### config.mk
export PLATFORM = sky130hd
export DESIGN_NAME = step_pulse_gen
export DESIGN_NICKNAME = d
export VERILOG_FILES = /design/src/rtl/step_pulse_gen.sv
export SDC_FILE = /design/constraint.sdc
export NUM_CORES = 1
export LEC_CHECK = 0
export ABC_AREA = 1
export CORE_MARGIN = 2
export CORE_UTILIZATION = 40
export CTS_CLUSTER_DIAMETER = 50
export CTS_CLUSTER_SIZE = 28
export DETAILED_ROUTE_END_ITERATION = 8
export PLACE_DENSITY_LB_ADDON = 0.2
export SETUP_SLACK_MARGIN = 0.02
export SKIP_CTS_REPAIR_TIMING = 1
export SYNTH_ARGS = -nofsm -noshare
export SYNTH_HDL_FRONTEND = slang
export SYNTH_SLANG_ARGS = --single-unit
### constraint.sdc
create_clock -name CLK -period 2.3 [get_ports CLK]
set_input_delay 0.345 -clock CLK [delete_from_list [all_inputs] [get_ports CLK]]
set_output_delay 0.345 -clock CLK [all_outputs]
set_load 0.05 [all_outputs]
### src/rtl/step_pulse_gen.sv
// STEP/DIR waveform shaper: 2**FIFO_BITS-deep direction FIFO, min STEP high/low and DIR setup timing.
// Latency: step_req at edge E -> STEP rises at E+2 (matching dir). Optional STEP_POSITION_EN adds pos_zero/position.
module step_pulse_gen #(
  parameter int FIFO_BITS = 3,
  parameter int TIME_BITS = 8
`ifdef STEP_POSITION_EN
  , parameter int POS_BITS = 32
`endif
) (
  input  logic                        CLK,
  input  logic                        reset,
  input  logic                        step_req,
  input  logic                        dir_in,
  input  logic                        enable,
  input  logic                        flush,
  input  logic [TIME_BITS-1:0]        pulse_width,
  input  logic [TIME_BITS-1:0]        pulse_gap,
  input  logic [TIME_BITS-1:0]        dir_setup,
  input  logic                        clear_overflow,
`ifdef STEP_POSITION_EN
  input  logic                        pos_zero,
  output logic signed [POS_BITS-1:0]  position,
`endif
  output logic                        step_out,
  output logic                        dir_out,
  output logic                        busy,
  output logic                        overflow
);

  localparam int DEPTH = 2 ** FIFO_BITS;

  typedef enum logic [1:0] {S_IDLE, S_SETUP, S_HIGH, S_LOW} state_t;

  state_t               r_state;
  logic [TIME_BITS-1:0] r_cnt;
  logic                 r_step;
  logic                 r_dir;
  logic                 r_ovf;
  logic                 r_req;
  logic                 r_req_dir;
  logic [DEPTH-1:0]     r_mem;
  logic [FIFO_BITS:0]   r_wr_ptr;
  logic [FIFO_BITS:0]   r_rd_ptr;

  logic w_empty, w_full, w_head, w_cnt_done, w_start, w_pop, w_push, w_drop;

  // Loaded value is cycles-1 so that a zero setting still gives one cycle.
  function automatic logic [TIME_BITS-1:0] f_load(input logic [TIME_BITS-1:0] v);
    return (v == '0) ? '0 : v - TIME_BITS'(1);
  endfunction

  assign w_empty    = (r_wr_ptr == r_rd_ptr);
  assign w_full     = (r_wr_ptr[FIFO_BITS] != r_rd_ptr[FIFO_BITS]) &&
                      (r_wr_ptr[FIFO_BITS-1:0] == r_rd_ptr[FIFO_BITS-1:0]);
  assign w_head     = r_mem[r_rd_ptr[FIFO_BITS-1:0]];
  assign w_cnt_done = (r_cnt == '0);
  assign w_start    = (r_state == S_IDLE) && enable && !flush && !w_empty;
  assign w_pop      = (w_start && (w_head == r_dir)) ||
                      ((r_state == S_SETUP) && w_cnt_done && enable && !flush);
  assign w_push     = r_req && !flush && (!w_full || w_pop);
  assign w_drop     = r_req && !flush && w_full && !w_pop;

  assign step_out = r_step;
  assign dir_out  = r_dir;
  assign overflow = r_ovf;
  assign busy     = r_req || !w_empty || (r_state != S_IDLE);

  // Requests are registered once before entering the FIFO.
  always_ff @(posedge CLK or posedge reset) begin
    if (reset) begin
      r_req     <= 1'b0;
      r_req_dir <= 1'b0;
    end else begin
      r_req     <= step_req && !flush;
      r_req_dir <= dir_in;
    end
  end

  always_ff @(posedge CLK) begin
    if (w_push) r_mem[r_wr_ptr[FIFO_BITS-1:0]] <= r_req_dir;
  end

  always_ff @(posedge CLK or posedge reset) begin
    if (reset) begin
      r_wr_ptr <= '0;
      r_rd_ptr <= '0;
      r_ovf    <= 1'b0;
    end else begin
      if (flush) begin
        r_rd_ptr <= r_wr_ptr;
      end else begin
        if (w_push) r_wr_ptr <= r_wr_ptr + (FIFO_BITS+1)'(1);
        if (w_pop)  r_rd_ptr <= r_rd_ptr + (FIFO_BITS+1)'(1);
      end
      if (w_drop)              r_ovf <= 1'b1;
      else if (clear_overflow) r_ovf <= 1'b0;
    end
  end

  always_ff @(posedge CLK or posedge reset) begin
    if (reset) begin
      r_state <= S_IDLE;
      r_cnt   <= '0;
      r_step  <= 1'b0;
      r_dir   <= 1'b0;
    end else begin
      case (r_state)
        S_IDLE: begin
          if (w_start) begin
            if (w_head != r_dir) begin
              r_dir   <= w_head;
              r_cnt   <= f_load(dir_setup);
              r_state <= S_SETUP;
            end else begin
              r_step  <= 1'b1;
              r_cnt   <= f_load(pulse_width);
              r_state <= S_HIGH;
            end
          end
        end
        S_SETUP: begin
          if (flush || !enable) begin
            r_state <= S_IDLE;
          end else if (w_cnt_done) begin
            r_step  <= 1'b1;
            r_cnt   <= f_load(pulse_width);
            r_state <= S_HIGH;
          end else begin
            r_cnt <= r_cnt - TIME_BITS'(1);
          end
        end
        S_HIGH: begin
          if (w_cnt_done) begin
            r_step  <= 1'b0;
            r_cnt   <= f_load(pulse_gap);
            r_state <= S_LOW;
          end else begin
            r_cnt <= r_cnt - TIME_BITS'(1);
          end
        end
        S_LOW: begin
          if (w_cnt_done) r_state <= S_IDLE;
          else            r_cnt   <= r_cnt - TIME_BITS'(1);
        end
        default: r_state <= S_IDLE;
      endcase
    end
  end

`ifdef STEP_POSITION_EN
  logic signed [POS_BITS-1:0] r_pos;
  logic signed [POS_BITS-1:0] w_pos_step;

  assign w_pos_step = w_head ? {{(POS_BITS-1){1'b0}}, 1'b1} : {POS_BITS{1'b1}};
  assign position   = r_pos;

  always_ff @(posedge CLK or posedge reset) begin
    if (reset)         r_pos <= '0;
    else if (pos_zero) r_pos <= w_pop ? w_pos_step : '0;
    else if (w_pop)    r_pos <= r_pos + w_pos_step;
  end
`endif

endmodule

==> summary.txt <==
Outcome
  – Status: complete, no violations

Placement
  – HPWL after detailed placement: between 5 and 6 mm
  – Cells after DPL: between 500 and 600
  – Port Buffers: 34
  – DP Worst Slack: approximately 0.074 ns
  – GPL Wtd Cong: about 0.89

Global route
  – First-pass GRT wire length: around 12 mm
  – Vias in the first global route: 2520
  – GR Util All Layers: 18.9%
  – Remaining global-route overflow: 0
  – Initial antenna violation count: 0
  – Maximum number of pins on one net before global-route repair: 24

Clocking
  – Clock Sinks: 31
  – Clk buf depth: 2
  – H-tree Lvls: 2
  – Worst-path clk slew: ~0.070 ns
  – CTS tree: yes
  – Num CTS Buffers: 5
  – Worst skew pair latency: between 0.2 and 0.3 ns
  – Clock Tree Root: clkbuf_8

Hold path
  – Worst min path class: in -> async

STA
  – Final Cycle Share: between 80% and 90%
  – Relative slew slack: 66.7%
  – RSZ-0062 raised after global routing: no
  – Final hold slack: a little over 0.4 ns
  – Final Critical Period: 2.05 ns
  – Clock Skew: about 0.0072 ns
  – Fin. Hold Viols: 0
  – Max-slew violations: 0
  – Worst Setup Slack, final: around 0.25 ns
  – Setup TNS: 0 ns
  – Fmax: a little under 500 MHz
  – Final setup fails: 0
  – Worst Max-Slew Pin Slew: about 0.50 ns

Power
  – Peak VDD IR: about 0.00041 V
  – Leak Pwr: between 0.0015 and 0.002 uW
  – PwrDens: 608 nW/um^2

Yosys
  – Post-synthesis cell area: between 2000 and 3000 um^2
  – Ys Warns: 0
  – Mean Syn Cell Area: approximately 6.3 um^2
  – Ys flop type: dfrtp_1
  – Flops & latches, synth: 31
  – Distinct cells, synth: 33
  – Number of flops mapped to enable cells by yosys: 8
  – Seq/Total Area, Yosys: ~28%
  – Post-Syn Instances: 456
  – Syn Nets: ~500
  – Synth async-reset ratio: roughly 74%

Worst setup path
  – Crit path buf inv count: 2
  – Crit path required time: 2.29 ns
  – Reg2Reg Setup Slack: 0.25 ns
  – Slowest cell delay on critical path: 0.41 ns
  – CP max FO: 10
  – Worst-path cell chain: inv_1, ha_1, nand2_1, nor2_2, nand3_4, clkinv_2, nand2_2, nand3_4, nand2_4, nor2_1
  – Setup crit start: r_cnt[0]
  – R2r startpoint: r_cnt[0]
  – CP Capture Type: flop
  – CP Class: reg -> reg
  – Critical Path Start Type: flop
  – Worst path most repeated cell: nand3_4
  – CP top delay family: simple AND/OR/NAND/NOR gates
  – Slowest stage cell, crit path: dfrtp_1
  – WP data arrival: ~2.0 ns

Floorplan
  – Die area: between 7000 and 8000 um^2
  – Core area: slightly below 7000 um^2
  – Cell Rows: 30
  – Initial Util: a little over two fifths
  – Ports: 35
  – Die height: slightly below 90 um
  – Die X: approximately 89 um

Cells and area
  – Antenna cells: 0
  – Non-Filler Instances: roughly 600
  – Commonest non-fill, non-tap cell in the layout: nand2_1
  – Commonest cells after routing, fill and taps aside: nand2_1 (151), inv_1 (64), nand3_1 (55), nor2_1 (53), clkdlybuf4s50_1 (33)
  – Fillers: ~720
  – Layout cells sized above 1: approximately 10%
  – Nets: between 500 and 600
  – Area Overhead vs Synth: 19.9%

Job
  – Max-cap violations: 0

Drt
  – Post-DR wirelength/cell: roughly 12 um
  – TritonRoute pass-1 iters: 4
  – Routed Antenna Nets: 0
  – Vias: ~2800
  – Detailed Route Iter0 Violations: around 170
  – Total wire length: 7.13 mm
  – Post-DR vias/cell: roughly 4.7
  – Post-route DRC: 0
cell usage after synthesis (all sizes together), types with 2 or more instances:
master / n / area [um^2]
edfxtp: 8 / 240
o21ai: 20 / 100
a21oi: 11 / 58.8
nand2: 160 / 651
or2: 6 / 37.5
dfrtp: 23 / 576
xor2: 5 / 43.8
xnor2: 8 / 70.1
nand3: 62 / 375
nor2: 57 / 234
o21bai: 2 / 15.0
inv: 69 / 262
nand4: 5 / 31.3
ha: 8 / 100
buf: 5 / 45.0
registers in the layout, summed over array words and instances, names as in the netlist:
register   cells
step_out       1
dir_out        1
r_rd_ptr       4
r_cnt          8
r_mem          8
r_state        2
r_req_dir      1
r_wr_ptr       4
overflow       1
r_req          1
tightest hold or removal path, delay by kind of cell:
family | cells | cell delay (ns)
buffers and inverters | 3 | 0.74
where the power goes:
| part | switching (uW) | total [uW] | internal (uW) |
|---|---|---|---|
| Combinational | 509 | 853 | 344 |
| Sequential | 97.6 | 723 | 625 |
| Clock | 213 | 530 | 317 |
metal layers:
layer / GRT usage (%) / up-vias / wire [um]
met1: 27.8 / 1243 / 3860
met3: 2.68 / 7 / 314
met2: 28.9 / 54 / 2880
met4: 5.16 / 0 / 76
li1: - / 1518 / -
met5: 0 / - / 0
metrics by stage:
step	area (um^2)	total power (uW)	utilization, %
6_report	3470	2110	50.2
5_1_grt	3470	2260	50.2
4_1_cts	3460	2120	50.1
3_5_place_dp	3360	1580	48.6
3_3_place_gp	3360	1570	48.6
2_1_floorplan	2890	1370	-
cell families after synthesis:
kind of cell	count (synthesis)	share of synthesized area, %
AND/OR/NAND/NOR	293	46.8
buffers and inverters	75	10.8
AO/OA/AOI/OAI	36	6.75
adder cells (fa/ha/maj)	8	3.46
flip-flops	31	28.2
XOR/XNOR	13	3.94
final timing paths:
| kind | end | cells past startpoint |
|---|---|---|
| worst max-delay path | r_mem[7] | 10 |
| worst max register to register | r_mem[7] | 10 |
| worst min register to register | step_out | 2 |
| max in group asynchronous | r_state[0] | 3 |
| min in group CLK | step_out | 2 |
| worst min-delay path | overflow | 3 |
area by class of cell:
| type | count | area [um^2] | share of cell area, % |
|---|---|---|---|
| Timing Repair Buffer | 41 | 390 | 11.3 |
| Sequential cell | 31 | 816 | 23.5 |
| Clock inverter | 3 | 38.8 | 1.12 |
| Multi-Input combinational cell | 350 | 1770 | 50.9 |
| Tap cell | 96 | 120 | 3.47 |
| Clock buffer | 5 | 68.8 | 1.99 |
| Inverter | 70 | 267 | 7.69 |
(Power assumes the default switching activity.)
